===== src/rtl/mips_stage_decoder_pkg.sv =====
// Shared decode constants and control-code enums for the per-stage MIPS decoder.
// Optional feature macro used by the top: CTRL_START_ONCE_EN.
package mips_stage_decoder_pkg;

    localparam logic [5:0] OP_RTYPE = 6'h00;
    localparam logic [5:0] OP_JAL   = 6'h03;
    localparam logic [5:0] OP_BEQ   = 6'h04;
    localparam logic [5:0] OP_BNE   = 6'h05;
    localparam logic [5:0] OP_ADDI  = 6'h08;
    localparam logic [5:0] OP_ANDI  = 6'h0C;
    localparam logic [5:0] OP_ORI   = 6'h0D;
    localparam logic [5:0] OP_LUI   = 6'h0F;
    localparam logic [5:0] OP_LB    = 6'h20;
    localparam logic [5:0] OP_LH    = 6'h21;
    localparam logic [5:0] OP_LW    = 6'h23;
    localparam logic [5:0] OP_SB    = 6'h28;
    localparam logic [5:0] OP_SH    = 6'h29;
    localparam logic [5:0] OP_SW    = 6'h2B;

    localparam logic [5:0] FN_JR    = 6'h08;
    localparam logic [5:0] FN_MFHI  = 6'h10;
    localparam logic [5:0] FN_MTHI  = 6'h11;
    localparam logic [5:0] FN_MFLO  = 6'h12;
    localparam logic [5:0] FN_MTLO  = 6'h13;
    localparam logic [5:0] FN_MULT  = 6'h18;
    localparam logic [5:0] FN_MULTU = 6'h19;
    localparam logic [5:0] FN_DIV   = 6'h1A;
    localparam logic [5:0] FN_DIVU  = 6'h1B;
    localparam logic [5:0] FN_ADD   = 6'h20;
    localparam logic [5:0] FN_SUB   = 6'h22;
    localparam logic [5:0] FN_AND   = 6'h24;
    localparam logic [5:0] FN_OR    = 6'h25;
    localparam logic [5:0] FN_SLT   = 6'h2A;
    localparam logic [5:0] FN_SLTU  = 6'h2B;

    localparam logic [3:0] TUSE_NONE = 4'd3;

    typedef enum logic [3:0] {
        CLS_NONE, CLS_RALU, CLS_IALU, CLS_LUI,
        CLS_LOAD, CLS_STORE, CLS_BRANCH, CLS_JAL,
        CLS_JR, CLS_MD, CLS_MT, CLS_MF
    } instr_cls_e;

    typedef enum logic [3:0] {
        CMP_NONE = 4'd0, CMP_BEQ = 4'd1, CMP_BNE = 4'd2
    } cmp_op_e;

    typedef enum logic [3:0] {
        NPC_PC4 = 4'd0, NPC_BRANCH = 4'd1, NPC_JAL = 4'd2, NPC_JR = 4'd3
    } npc_op_e;

    typedef enum logic [3:0] {
        EXT_ZERO = 4'd0, EXT_SIGN = 4'd1, EXT_LUI = 4'd2
    } ext_op_e;

    typedef enum logic [3:0] {
        ALU_ADD = 4'd0, ALU_SUB = 4'd1, ALU_AND = 4'd2, ALU_OR = 4'd3,
        ALU_SLT = 4'd4, ALU_SLTU = 4'd5, ALU_PASSB = 4'd6
    } alu_op_e;

    typedef enum logic [3:0] {
        SRCB_RT = 4'd0, SRCB_IMM = 4'd1
    } srcb_sel_e;

    typedef enum logic [3:0] {
        WD_ALU = 4'd0, WD_MEM = 4'd1, WD_PC8 = 4'd2, WD_HILO = 4'd3
    } wd_sel_e;

    typedef enum logic [3:0] {
        MDU_NONE = 4'd0, MDU_MULT = 4'd1, MDU_MULTU = 4'd2,
        MDU_DIV = 4'd3, MDU_DIVU = 4'd4, MDU_MFHI = 4'd5,
        MDU_MFLO = 4'd6, MDU_MTHI = 4'd7, MDU_MTLO = 4'd8
    } mdu_op_e;

    typedef enum logic [3:0] {
        MEM_WORD = 4'd0, MEM_HALF = 4'd1, MEM_BYTE = 4'd2
    } mem_op_e;

endpackage


===== src/rtl/mips_stage_decoder_tuse_tnew_table.sv =====
// Hazard timing lookup: instruction class to operand Tuse and result Tnew.
module mips_stage_decoder_tuse_tnew_table
    import mips_stage_decoder_pkg::*;
(
    input  instr_cls_e cls,
    output logic [3:0] tuse_rs,
    output logic [3:0] tuse_rt,
    output logic [3:0] tnew
);

    always_comb begin
        tuse_rs = TUSE_NONE;
        tuse_rt = TUSE_NONE;
        tnew    = 4'd0;
        unique case (cls)
            CLS_RALU: begin
                tuse_rs = 4'd1;
                tuse_rt = 4'd1;
                tnew    = 4'd2;
            end
            CLS_IALU: begin
                tuse_rs = 4'd1;
                tnew    = 4'd2;
            end
            CLS_LUI:  tnew = 4'd2;
            CLS_LOAD: begin
                tuse_rs = 4'd1;
                tnew    = 4'd3;
            end
            CLS_STORE: begin
                tuse_rs = 4'd1;
                tuse_rt = 4'd2;
            end
            CLS_BRANCH: begin
                tuse_rs = 4'd0;
                tuse_rt = 4'd0;
            end
            CLS_JAL:  tnew = 4'd1;
            CLS_JR:   tuse_rs = 4'd0;
            CLS_MD: begin
                tuse_rs = 4'd1;
                tuse_rt = 4'd1;
            end
            CLS_MT:   tuse_rs = 4'd1;
            CLS_MF:   tnew = 4'd2;
            default: ;
        endcase
    end

endmodule


===== src/rtl/mips_stage_decoder.sv =====
// Per-stage MIPS instruction decoder: controls, register fields, Tuse/Tnew.
// Define CTRL_START_ONCE_EN to fire mdu_start only once while new_instr is held.
module mips_stage_decoder
    import mips_stage_decoder_pkg::*;
(
    input  logic        clk,
    input  logic        rst_n,
    input  logic [31:0] instr,
    input  logic        new_instr,
    output logic [3:0]  tuse_rs,
    output logic [3:0]  tuse_rt,
    output logic [3:0]  tnew,
    output logic [4:0]  rs,
    output logic [4:0]  rt,
    output logic [15:0] imm16,
    output logic [25:0] imm26,
    output logic [4:0]  shamt,
    output logic [3:0]  cmpOp,
    output logic [3:0]  nPcOp,
    output logic [3:0]  extOp,
    output logic        md,
    output logic        mt,
    output logic        mf,
    output logic [3:0]  srcASel,
    output logic [3:0]  srcBSel,
    output logic [3:0]  aluOp,
    output logic [4:0]  regDst,
    output logic [3:0]  regWdSel,
    output logic [3:0]  d1Sel,
    output logic [3:0]  d2Sel,
    output logic [3:0]  mduOp,
    output logic        mdu_start,
    output logic        memWrite,
    output logic [3:0]  memOp
);

    logic [5:0] op;
    logic [5:0] funct;
    instr_cls_e cls;

    assign op    = instr[31:26];
    assign funct = instr[5:0];
    assign imm16 = instr[15:0];
    assign imm26 = instr[25:0];
    assign shamt = instr[10:6];
    assign srcASel = 4'd0;

    always_comb begin
        cls   = CLS_NONE;
        aluOp = ALU_ADD;
        extOp = EXT_ZERO;
        memOp = MEM_WORD;
        cmpOp = CMP_NONE;
        mduOp = MDU_NONE;
        unique case (op)
            OP_RTYPE: begin
                unique case (funct)
                    FN_ADD:   cls = CLS_RALU;
                    FN_SUB:   begin cls = CLS_RALU; aluOp = ALU_SUB;  end
                    FN_AND:   begin cls = CLS_RALU; aluOp = ALU_AND;  end
                    FN_OR:    begin cls = CLS_RALU; aluOp = ALU_OR;   end
                    FN_SLT:   begin cls = CLS_RALU; aluOp = ALU_SLT;  end
                    FN_SLTU:  begin cls = CLS_RALU; aluOp = ALU_SLTU; end
                    FN_JR:    cls = CLS_JR;
                    FN_MULT:  begin cls = CLS_MD; mduOp = MDU_MULT;  end
                    FN_MULTU: begin cls = CLS_MD; mduOp = MDU_MULTU; end
                    FN_DIV:   begin cls = CLS_MD; mduOp = MDU_DIV;   end
                    FN_DIVU:  begin cls = CLS_MD; mduOp = MDU_DIVU;  end
                    FN_MFHI:  begin cls = CLS_MF; mduOp = MDU_MFHI;  end
                    FN_MFLO:  begin cls = CLS_MF; mduOp = MDU_MFLO;  end
                    FN_MTHI:  begin cls = CLS_MT; mduOp = MDU_MTHI;  end
                    FN_MTLO:  begin cls = CLS_MT; mduOp = MDU_MTLO;  end
                    default: ;
                endcase
            end
            OP_ADDI: begin cls = CLS_IALU; extOp = EXT_SIGN; end
            OP_ANDI: begin cls = CLS_IALU; aluOp = ALU_AND; end
            OP_ORI:  begin cls = CLS_IALU; aluOp = ALU_OR;  end
            OP_LUI: begin
                cls   = CLS_LUI;
                aluOp = ALU_PASSB;
                extOp = EXT_LUI;
            end
            OP_LW: begin cls = CLS_LOAD; extOp = EXT_SIGN; end
            OP_LH: begin cls = CLS_LOAD; extOp = EXT_SIGN; memOp = MEM_HALF; end
            OP_LB: begin cls = CLS_LOAD; extOp = EXT_SIGN; memOp = MEM_BYTE; end
            OP_SW: begin cls = CLS_STORE; extOp = EXT_SIGN; end
            OP_SH: begin cls = CLS_STORE; extOp = EXT_SIGN; memOp = MEM_HALF; end
            OP_SB: begin cls = CLS_STORE; extOp = EXT_SIGN; memOp = MEM_BYTE; end
            OP_BEQ: begin cls = CLS_BRANCH; cmpOp = CMP_BEQ; end
            OP_BNE: begin cls = CLS_BRANCH; cmpOp = CMP_BNE; end
            OP_JAL: cls = CLS_JAL;
            default: ;
        endcase
    end

    always_comb begin
        nPcOp    = NPC_PC4;
        regDst   = 5'd0;
        regWdSel = WD_ALU;
        srcBSel  = SRCB_RT;
        memWrite = 1'b0;
        md       = 1'b0;
        mt       = 1'b0;
        mf       = 1'b0;
        unique case (cls)
            CLS_RALU: regDst = instr[15:11];
            CLS_IALU, CLS_LUI: begin
                regDst  = instr[20:16];
                srcBSel = SRCB_IMM;
            end
            CLS_LOAD: begin
                regDst   = instr[20:16];
                srcBSel  = SRCB_IMM;
                regWdSel = WD_MEM;
            end
            CLS_STORE: begin
                srcBSel  = SRCB_IMM;
                memWrite = 1'b1;
            end
            CLS_BRANCH: nPcOp = NPC_BRANCH;
            CLS_JAL: begin
                nPcOp    = NPC_JAL;
                regDst   = 5'd31;
                regWdSel = WD_PC8;
            end
            CLS_JR: nPcOp = NPC_JR;
            CLS_MD: md = 1'b1;
            CLS_MT: mt = 1'b1;
            CLS_MF: begin
                mf       = 1'b1;
                regDst   = instr[15:11];
                regWdSel = WD_HILO;
            end
            default: ;
        endcase
    end

    mips_stage_decoder_tuse_tnew_table u_table (
        .cls     (cls),
        .tuse_rs (tuse_rs),
        .tuse_rt (tuse_rt),
        .tnew    (tnew)
    );

    // Unread operands report register 0 and select the constant-zero path.
    assign rs    = (tuse_rs == TUSE_NONE) ? 5'd0 : instr[25:21];
    assign rt    = (tuse_rt == TUSE_NONE) ? 5'd0 : instr[20:16];
    assign d1Sel = {3'd0, (cls != CLS_NONE) && (tuse_rs == TUSE_NONE)};
    assign d2Sel = {3'd0, (cls != CLS_NONE) && (tuse_rt == TUSE_NONE)};

`ifdef CTRL_START_ONCE_EN
    logic fired_q;
    logic fired_d;

    assign mdu_start = md & new_instr & rst_n & ~fired_q;
    assign fired_d   = mdu_start ? 1'b1 : (new_instr ? fired_q : 1'b0);

    always_ff @(posedge clk or negedge rst_n) begin
        if (!rst_n) fired_q <= 1'b0;
        else        fired_q <= fired_d;
    end
`else
    logic unused_clk;
    assign unused_clk = clk;
    assign mdu_start  = md & new_instr & rst_n;
`endif

endmodule


===== config.mk =====
export PLATFORM = sky130hd
export DESIGN_NAME = mips_stage_decoder
export DESIGN_NICKNAME = d
export VERILOG_FILES = /design/src/rtl/mips_stage_decoder_pkg.sv /design/src/rtl/mips_stage_decoder_tuse_tnew_table.sv /design/src/rtl/mips_stage_decoder.sv
export SDC_FILE = /design/constraint.sdc
export NUM_CORES = 1
export LEC_CHECK = 0
export BUFFER_PORTS_ARGS = -buffer_cell sky130_fd_sc_hd__buf_2
export CAP_MARGIN = 15
export CELL_PAD_IN_SITES_DETAIL_PLACEMENT = 0
export CELL_PAD_IN_SITES_GLOBAL_PLACEMENT = 1
export CORE_AREA = 2 2 85 87
export DETAILED_ROUTE_END_ITERATION = 16
export DIE_AREA = 0 0 87 89
export GPL_ROUTABILITY_DRIVEN = 0
export PLACE_DENSITY_LB_ADDON = 0.12
export RECOVER_POWER = 50
export SLEW_MARGIN = 15
export SYNTH_ARGS = -nofsm -noshare
export SYNTH_HDL_FRONTEND = slang
export SYNTH_SLANG_ARGS = --single-unit

===== constraint.sdc =====
create_clock -name vclk -period 1.99
set_clock_uncertainty 0.1 [all_clocks]
set_input_delay 0.0995 -clock vclk [all_inputs]
set_output_delay 0.0995 -clock vclk [all_outputs]
set_load 0.005 [all_outputs]

==> impl_metrics.ini, run 1 <==
[synth]
netlist_top_cells_area = sky130_fd_sc_hd__buf_4, sky130_fd_sc_hd__nor2_1, sky130_fd_sc_hd__nand2_1, sky130_fd_sc_hd__a221o_1, sky130_fd_sc_hd__a211oi_1
syn-cell-area_mm2 = 0.00153
postSynthAreaPerCell_um2 = 6.72
yosysSeqAreaShare_pct = 0
synth_largest_type_area_fraction_pct = 37.7
yosys_warnings = 0
synthCells = 228
post-synth-top-area-cell = sky130_fd_sc_hd__buf_4
yosys.cell_types.count = 51

[routing]
drt_iter0_drc = 41
remaining_drc_errors = 0
via_count = 1640
wire_per_inst_um = 12.7
antenna_left = 0
drt-vias-per-instance = 4.30
finalWirelength_mm = 4.83
firstDrtPassIters = 4

[finish]
layout-drive-gt1-share_pct = 46.5
diodes = 0
seq_cell_count = 0
finalNonFillerCells = 381
filler_instances = 797
flow.area_growth_from_synthesis_pct = 25.8
num-nets-final = 338
final.clkbuf_count = 0
area.sequential_um2 = 0

[flow_run]
cap_viol_max_count = 0

[timing]
timing_hold_violations_final = 0
min_period_ns = 1.91
setup_viol = 0
rsz0062_at_grt = no
timing_max_transition_violations_final = 0
fmaxAchievable_ghz = 0.523
period_utilisation_layout_pct = 96.1

[die]
initial_utilization_pct = 22.8
ios = 158
fp.coreArea_mm2 = 0.00672
fp-row-count = 30
dieWidth_um = 87
die_y_um = 89
floorplan.die_area_mm2 = 0.00774

[power_and_ir_drop]
design_power_total_uw = 345
power_per_cell_area_mw_per_mm2 = 179
leakage_nw = 1.01
power.ir.vdd_worst_mv = 0.0886

[critical_path]
criticalPathCategory = primary input to output pin
arrival_ns = 1.71
worstSetupStartpointType = primary input
critPathMaxFanout = 7
worst_setup_path_endpoint = mdu_start
crit_path_end_kind = output pin
worst_setup_path_startpoint = instr[30]
worst_ep_required_time_ns = 1.79

[grt]
antenna_found_initial = 0
largest_net_degree_at_the_start_of_global_routing = 14
grt_pass1_wl_mm = 6.73
number_of_global_route_vias_before_repair = 1350
total_global_routing_overflow = 0
globalRouteTotalUtil_pct = 10.5

[clock_tree]
cts_hold_repair.buffers = 0

[worst_hold_path]
hold_path_class = primary input to output pin

[place]
dp.final_hpwl_mm = 4.07
placed_cells = 378
port_buffers = 107

[run_status]
status = finished, final reports clean
## per-stage QoR
| step | utilization [%] | setup slack [ns] | TNS [ns] | hold WS (ns) | instance area (um^2) |
|---|---|---|---|---|---|
| after floorplan | - | 0.181 | 0 | 0.155 | 1640 |
| after global placement | 26.9 | -0.0180 | -0.123 | 0.0991 | 1810 |
| after detailed placement | 26.9 | -0.0301 | -0.201 | 0.0991 | 1810 |
| after CTS | 27.0 | 0.0101 | 0 | 0.0991 | 1820 |
| after global routing | 28.7 | 0.00591 | 0 | 0.0990 | 1930 |
| final | 28.7 | 0.0782 | 0 | 0.0990 | 1930 |
## worst min-delay path by stage
stage                end  depth (start not counted)  slack [ns]  startpoint
3_3_place_gp    shamt[2]                          0         0.1    instr[8]
6_report       imm26[10]                          0         0.1   instr[10]
2_1_floorplan   mduOp[0]                          1        0.16    instr[0]
5_1_grt         imm26[7]                          0         0.1    instr[7]
4_1_cts         shamt[2]                          0         0.1    instr[8]
3_5_place_dp    shamt[2]                          0         0.1    instr[8]
## cell usage after synthesis (all sizes together), types with 2 or more instances
cell type  count
a21oi          4
buf           84
nor4           3
or2            4
and2           2
a32oi          3
nand2         14
xnor2          3
clkbuf         5
a211oi         6
nand2b         2
o22ai          6
inv           10
nand3          5
a21boi         5
o21ai          5
nor2b          6
a21o           4
nor2          20
a31oi          2
or4            4
a221o          5
nor3           6
or3b           2
## per-layer routing
layer / up-vias / wire (um) / GRT usage (%) / part of all wire [%]
met4: 0 / 5 / 0.142 / 0.10
met2: 64 / 2320 / 18.2 / 48
met5: - / 0 / 0 / 0
met3: 2 / 267 / 0.646 / 5.5
met1: 740 / 2240 / 15.2 / 46
li1: 834 / - / - / -
## cells by family (layout without fill, tap and decap cells)
| family | Yosys count | after routing | synth area share (%) |
|---|---|---|---|
| AO/OA/AOI/OAI | 50 | 50 | 24.8 |
| other | 1 | 30 | 0.245 |
| XOR/XNOR | 4 | 4 | 2.29 |
| buffers and inverters | 99 | 143 | 45.3 |
| AND/OR/NAND/NOR | 74 | 74 | 27.3 |
## critical path: stages
cell	delay [ns]
sky130_fd_sc_hd__buf_6	0.09
sky130_fd_sc_hd__or4_4	0.61
sky130_fd_sc_hd__nor3_4	0.15
sky130_fd_sc_hd__and3_4	0.20
sky130_fd_sc_hd__buf_6	0.13
sky130_fd_sc_hd__or2_2	0.14
sky130_fd_sc_hd__and4_1	0.18
sky130_fd_sc_hd__buf_2	0.11
## where the power goes
part / total (mW) / internal, mW / switching, mW
Combinational: 0.345 / 0.160 / 0.185
Sequential: 0 / 0 / 0
Clock: 0 / 0 / 0
Total: 0.345 / 0.160 / 0.185
## placed cells by master (no fill, tap or decap), types with 2 or more instances in the layout
cell                        n
sky130_fd_sc_hd__buf_2     84
sky130_fd_sc_hd__conb_1    30
sky130_fd_sc_hd__buf_4     22
sky130_fd_sc_hd__clkbuf_1  21
sky130_fd_sc_hd__nor2_1    17
sky130_fd_sc_hd__nand2_1   14
sky130_fd_sc_hd__inv_1     10
sky130_fd_sc_hd__o22ai_1    6
sky130_fd_sc_hd__nor2b_1    6
sky130_fd_sc_hd__nand3_1    5
sky130_fd_sc_hd__a221o_1    5
sky130_fd_sc_hd__a21oi_1    4
sky130_fd_sc_hd__nor3_1     4
sky130_fd_sc_hd__or2_2      4
sky130_fd_sc_hd__a21o_1     4
sky130_fd_sc_hd__buf_6      4
sky130_fd_sc_hd__or4_4      3
sky130_fd_sc_hd__xnor2_1    3
sky130_fd_sc_hd__o21ai_0    3
sky130_fd_sc_hd__a211oi_1   3
sky130_fd_sc_hd__a21boi_1   3
sky130_fd_sc_hd__a211oi_2   3
sky130_fd_sc_hd__nor3_4     2
sky130_fd_sc_hd__nor2_2     2
sky130_fd_sc_hd__nand2b_1   2
sky130_fd_sc_hd__or3b_2     2
sky130_fd_sc_hd__a32oi_1    2
sky130_fd_sc_hd__a21boi_0   2
sky130_fd_sc_hd__and2_1     2
## layout make-up
cell class / count / area (um^2) / area share, %
inverter: 10 / 37.5 / 1.95
timing repair buffer: 133 / 744 / 38.6
tap: 80 / 100 / 5.19
multi-input combinational: 158 / 1050 / 54.3
## repair_timing
action / 4_1_cts / 5_1_grt
endpoints found under the setup margin: 10 / 23
gates resized for setup: 2 / 26
setup buffers: 0 / 3
pin swaps: 0 / 7
Power figures use the tool's default switching activity.
==> inputs of run 2 (changes only) <==
--- a/config.mk
+++ b/config.mk
@@ -18,4 +18,5 @@
 export SLEW_MARGIN = 15
 export SYNTH_ARGS = -nofsm -noshare
 export SYNTH_HDL_FRONTEND = slang
+export SYNTH_HIERARCHICAL = 1
 export SYNTH_SLANG_ARGS = --single-unit
==> run 2 against run 1 <==
  * The run now ends with negative setup slack left
  * Final cell count is 14% higher
  * Largest cell class is now buffers
  * Flip-flop and latch count is the same
  * Worst setup slack got worse by 0.49 ns
  * Routed wire length rose by 5.7%
  * Total power increased by 32%
  * Fmax fell by 20%
  * Worst hold slack barely moved
  * Critical path depth up 6
  * Sequential share of layout area unchanged
  * Count of clock-buffer cells in the layout is the same
  * Final area rose by 30%
==> impl_metrics.ini, run 2 <==
[routing]
via_count = 1838
firstDrtPassIters = 4
antenna_left = 0
remaining_drc_errors = 0
wire_per_inst_um = 11.8
drt_iter0_drc = 46
drt-vias-per-instance = 4.24
finalWirelength_mm = 5.10

[power_and_ir_drop]
leakage_nw = 1.29
power_per_cell_area_mw_per_mm2 = 181
power.ir.vdd_worst_mv = 0.0636

[critical_path]
crit_path_end_kind = output pin
criticalPathCategory = primary input to output pin
arrival_ns = 2.20
worstSetupStartpointType = primary input
worst_ep_required_time_ns = 1.79
critPathMaxFanout = 8

[timing]
timing_hold_violations_final = 0
rsz0062_at_grt = yes
hold-worst-slack_ns = 0.0990
min_period_ns = 2.40
fmaxAchievable_ghz = 0.416
period_utilisation_layout_pct = 121
finalWorstSetupSlack_ns = -0.412
setup_viol = 20
timing_max_transition_violations_final = 0

[finish]
num-nets-final = 390
area_of_the_multi_input_gates_mm2 = 0.00114
final_core_util_pct = 37.4
final_cell_mix = sky130_fd_sc_hd__buf_2, sky130_fd_sc_hd__buf_4, sky130_fd_sc_hd__conb_1
seq_cell_count = 0
layout-drive-gt1-share_pct = 58.6
mostFrequentLayoutCell = sky130_fd_sc_hd__buf_2
filler_instances = 754
diodes = 0
final.clkbuf_count = 0
flow.area_growth_from_synthesis_pct = 65.3
area.sequential_um2 = 0

[synth]
synthCells = 227
main_combinational_cell_family_by_area_after_synthesis = buffers and inverters
yosysSeqAreaShare_pct = 0
netlist_top_cells_area = sky130_fd_sc_hd__buf_4, sky130_fd_sc_hd__nor2b_1, sky130_fd_sc_hd__nor2_1, sky130_fd_sc_hd__a21oi_1, sky130_fd_sc_hd__nor3_1
mux_share_of_post_synthesis_cell_area_pct = 0
postSynthAreaPerCell_um2 = 6.70
post_synth_and_or_nand_nor_area_fraction_pct = 32.2
yosys_warnings = 6
synth_xor_xnor_area_share_pct = 2.30
yosys.cell_types.count = 52
syn-cell-area_mm2 = 0.00152
ys_top_cells_by_count = sky130_fd_sc_hd__buf_4, sky130_fd_sc_hd__nor2b_1, sky130_fd_sc_hd__nor2_1
yosys.cell_count.top_type = sky130_fd_sc_hd__buf_4
yosys.area_share.adder_pct = 0
post-synth-top-area-cell = sky130_fd_sc_hd__buf_4
compound_gate_portion_of_the_synthesized_area_pct = 20.4
synth_largest_type_area_fraction_pct = 38.0

[grt]
number_of_global_route_vias_before_repair = 1611
largest_net_degree_at_the_start_of_global_routing = 9
grt_pass1_wl_mm = 7.46
antenna_found_initial = 0
globalRouteTotalUtil_pct = 11.6
total_global_routing_overflow = 0

[place]
dp.final_hpwl_mm = 4.27
port_buffers = 107

[die]
fp-row-count = 30
dieWidth_um = 87
ios = 158
floorplan.die_area_mm2 = 0.00774
initial_utilization_pct = 22.6
die_y_um = 89
fp.coreArea_mm2 = 0.00672

[run_status]
violated_checks = negative setup slack
status = finished with violations

[worst_hold_path]
hold_crit_start = instr[6]
hold_path_class = primary input to output pin
whs_endpoint = imm16[6]
timing.hold.worst_path_depth = 0

[clock_tree]
cts_hold_repair.buffers = 0

[flow_run]
cap_viol_max_count = 0
run 2: cell count changes in the layout (fill, tap and decap cells not counted), moves of 5 or more:
cell,change
sky130_fd_sc_hd__nand2_1,-10
sky130_fd_sc_hd__a221o_1,-5
sky130_fd_sc_hd__inv_1,-5
sky130_fd_sc_hd__buf_4,+47
sky130_fd_sc_hd__buf_6,+9
sky130_fd_sc_hd__clkbuf_1,-6
sky130_fd_sc_hd__nor2b_1,+9
sky130_fd_sc_hd__nor2_1,-6
run 2: how the worst max path moves through the flow:
stage	from	endpoint	slack [ns]
after global placement	instr[28]	rt[2]	-0.53
after CTS	instr[31]	rt[0]	-0.40
after global routing	instr[29]	rs[1]	-0.49
after detailed placement	instr[27]	d2Sel[0]	-0.57
after floorplan	instr[29]	d1Sel[0]	-0.53
final	instr[29]	rs[1]	-0.41
run 2: worst max-delay path, stage by stage:
cell and delay [ns]:
sky130_fd_sc_hd__buf_12 0.09, sky130_fd_sc_hd__nor4_4 0.05, sky130_fd_sc_hd__buf_4 0.14, sky130_fd_sc_hd__and3_4 0.14, sky130_fd_sc_hd__or3_4 0.40, sky130_fd_sc_hd__nor2_8 0.12
sky130_fd_sc_hd__inv_4 0.04, sky130_fd_sc_hd__or4_4 0.54, sky130_fd_sc_hd__nand2_4 0.09, sky130_fd_sc_hd__nand2_4 0.05, sky130_fd_sc_hd__nor3_4 0.14, sky130_fd_sc_hd__buf_6 0.13
sky130_fd_sc_hd__nor2b_1 0.04, sky130_fd_sc_hd__buf_2 0.12
run 2: cells by family (layout without fill, tap and decap cells):
logic type | after synthesis | in the layout
and+or+nand+nor | 80 | 80
xor gates and xnor gates | 4 | 4
other | 2 | 30
buffers and inverters | 95 | 193
AOI/OAI and AO/OA | 46 | 46
run 2: report_power, final:
group	internal [mW]	total, mW	switching [mW]
clock	0	0	0
sequential	0	0	0
combinational	0.244	0.454	0.210
run 2: per-layer routing:
metal | vias to the layer above | GRT usage [%] | part of all wire, %
met1 | 820 | 14.9 | 42
met2 | 88 | 22.2 | 51
met5 | - | 0 | 0
met4 | 0 | 0 | 0
li1 | 930 | - | -
met3 | 0 | 1.02 | 7.2
run 2: timing repair:
item	4_1_cts	5_1_grt
endpoints found under the setup margin	26	28
gates cloned	1	0
pin swaps	20	15
buffers inserted	11	11
gates resized for setup	38	16
run 2: area by class of cell:
| class | count | share of cell area, % |
|---|---|---|
| multi-input combinational | 160 | 45.5 |
| timing repair buffer | 187 | 49.6 |
| inverter | 6 | 0.995 |
| tap | 80 | 3.98 |
run 2: through the flow:
stage | setup WS [ns] | instances | power [mW] | TNS, ns | instance area (um^2)
after floorplan | -0.526 | 255 | 0.289 | -3.73 | 1710
after global placement | -0.529 | 412 | 0.385 | -7.98 | 2140
after detailed placement | -0.573 | 412 | 0.384 | -8.51 | 2140
after CTS | -0.395 | 424 | 0.434 | -5.36 | 2390
after global routing | -0.491 | 433 | 0.500 | -7.09 | 2510
final | -0.412 | 433 | 0.454 | -4.86 | 2510
==> inputs of run 3 (changes only) <==
--- a/config.mk
+++ b/config.mk
@@ -9,10 +9,11 @@
 export CAP_MARGIN = 15
 export CELL_PAD_IN_SITES_DETAIL_PLACEMENT = 0
 export CELL_PAD_IN_SITES_GLOBAL_PLACEMENT = 1
-export CORE_AREA = 2 2 85 87
+export CORE_AREA = 2 2 78 95
 export DETAILED_ROUTE_END_ITERATION = 16
-export DIE_AREA = 0 0 87 89
+export DIE_AREA = 0 0 80 97
 export GPL_ROUTABILITY_DRIVEN = 0
+export MAX_ROUTING_LAYER = met4
 export PLACE_DENSITY_LB_ADDON = 0.12
 export RECOVER_POWER = 50
 export SLEW_MARGIN = 15
==> run 3 against run 2 <==
  * The run still ends with negative setup slack left
  * First-iteration DRC count is 50% lower
  * Flip-flop and latch count is the same
  * Total power is 0.85% lower
  * Sequential share of layout area stayed put
  * Combinational power decreased by 0.9%
  * Worst setup slack gained 0.040 ns
  * Via count increased by 2.7%
  * Worst hold slack barely moved
  * Count of clock-buffer cells in the layout stayed put
  * Final cell count up 3.7%
  * Die area is 0.22% higher
  * Core utilization decreased by 0.087 points
  * Critical endpoint is now rt[1]
==> impl_metrics.ini, run 3 (same netlist as run 2, synthesis figures left out) <==
[critical_path]
worst_ep_required_time_ns = 1.79
arrival_ns = 2.16
criticalPathCategory = primary input to output pin
critPathMaxFanout = 5
worstSetupStartpointType = primary input
crit_path_end_kind = output pin

[die]
ios = 158
dieWidth_um = 80
fp-row-count = 33
fp.coreArea_mm2 = 0.00677
die_y_um = 97
floorplan.die_area_mm2 = 0.00776
initial_utilization_pct = 22.5

[power_and_ir_drop]
seq_power_share_pct = 0
clkPwrFrac_pct = 0
power.switching_fraction_pct = 45.9
intPower_uw = 244
power_per_cell_area_mw_per_mm2 = 178
p_switching_uw = 207
design_power_total_uw = 450
combinationalPowerShare_pct = 100.0
leakage_nw = 1.31
power.ir.vdd_worst_mv = 0.0595

[finish]
diodes = 0
mostFrequentLayoutCell = sky130_fd_sc_hd__buf_2
finalNonFillerCells = 449
num-nets-final = 399
final_cell_mix = sky130_fd_sc_hd__buf_2, sky130_fd_sc_hd__buf_4, sky130_fd_sc_hd__conb_1
flow.area_growth_from_synthesis_pct = 66.2
final.clkbuf_count = 0
seq_cell_count = 0
layout-drive-gt1-share_pct = 58.6
area.sequential_um2 = 0

[routing]
antenna_left = 0
finalWirelength_mm = 5.10
wire_per_inst_um = 11.4
drt-vias-per-instance = 4.20
drt_iter0_drc = 23
remaining_drc_errors = 0
via_count = 1888
firstDrtPassIters = 4

[grt]
globalRouteMet3Util_pct = 0.933
most_utilized_layer_in_the_global_route_result = met2
number_of_global_route_vias_before_repair = 1679
antenna_found_initial = 0
largest_net_degree_at_the_start_of_global_routing = 9
grt_util_met2_pct = 22.8
globalRouteTotalUtil_pct = 11.9
total_global_routing_overflow = 0
grt_pass1_wl_mm = 7.65
grt_use_met1_pct = 14.0

[place]
placed_cells = 424
dp.final_hpwl_mm = 4.22
port_buffers = 107

[timing]
setup_viol = 16
period_utilisation_layout_pct = 119
rsz0062_at_grt = yes
fmaxAchievable_ghz = 0.423
timing_hold_violations_final = 0
timing_max_transition_violations_final = 0
finalWorstSetupSlack_ns = -0.372
min_period_ns = 2.36

[run_status]
status = finished with violations
violated_checks = negative setup slack

[flow_run]
cap_viol_max_count = 0

[clock_tree]
cts_hold_repair.buffers = 0

[worst_hold_path]
hold_path_class = primary input to output pin
run 3: stage by stage:
stage	instance area, um^2	hold slack (ns)	worst slack, ns	TNS (ns)	util (%)
after CTS	2420	0.0991	-0.378	-4.55	35.8
after global routing	2530	0.0990	-0.508	-6.34	37.3
after global placement	2200	0.0991	-0.571	-7.78	32.4
after floorplan	1710	0.155	-0.526	-3.73	-
final	2530	0.0990	-0.372	-4.56	37.3
after detailed placement	2200	0.0991	-0.515	-7.28	32.4
run 3: final timing paths:
| path | slack (ns) | cells past startpoint | startpoint | to |
|---|---|---|---|---|
| worst max-delay path | -0.37 | 15 | instr[28] | rt[1] |
| worst min-delay path | 0.1 | 0 | instr[6] | imm26[6] |
run 3: final cells by class:
type / instances / area, um^2
multi-input combinational: 160 / 1100
timing repair buffer: 196 / 1290
inverter: 6 / 25.0
fill: 781 / 4240
tap: 87 / 109
run 3: critical path: stages:
cell                      delay (ns)
sky130_fd_sc_hd__buf_8          0.11
sky130_fd_sc_hd__nor4_4         0.33
sky130_fd_sc_hd__buf_4          0.18
sky130_fd_sc_hd__and3_4         0.17
sky130_fd_sc_hd__or3_4          0.15
sky130_fd_sc_hd__nor2_8         0.05
sky130_fd_sc_hd__inv_4          0.06
sky130_fd_sc_hd__buf_8          0.10
sky130_fd_sc_hd__or3b_1         0.33
sky130_fd_sc_hd__o21a_1         0.13
sky130_fd_sc_hd__nand2_2        0.08
sky130_fd_sc_hd__nor3_4         0.05
sky130_fd_sc_hd__buf_6          0.12
sky130_fd_sc_hd__nor2b_1        0.09
sky130_fd_sc_hd__buf_2          0.11
run 3: routing by layer:
metal | vias up | part of all wire [%]
met4 | 0 | 0.24
met1 | 849 | 38
met3 | 3 | 8.5
met2 | 89 | 53
li1 | 947 | -
met5 | - | 0
run 3: power groups by stage:
stage          combinational [mW]  clock (mW)  sequential (mW)
2_1_floorplan               0.289           0                0
3_3_place_gp                0.392           0                0
3_5_place_dp                0.393           0                0
4_1_cts                     0.434           0                0
5_1_grt                     0.496           0                0
6_report                    0.450           0                0
run 3: timing repair:
action	CTS	global route
buffers inserted	17	12
gates cloned	0	0
resized for setup	28	17
setup endpoints to repair	23	23
pin swaps	18	15
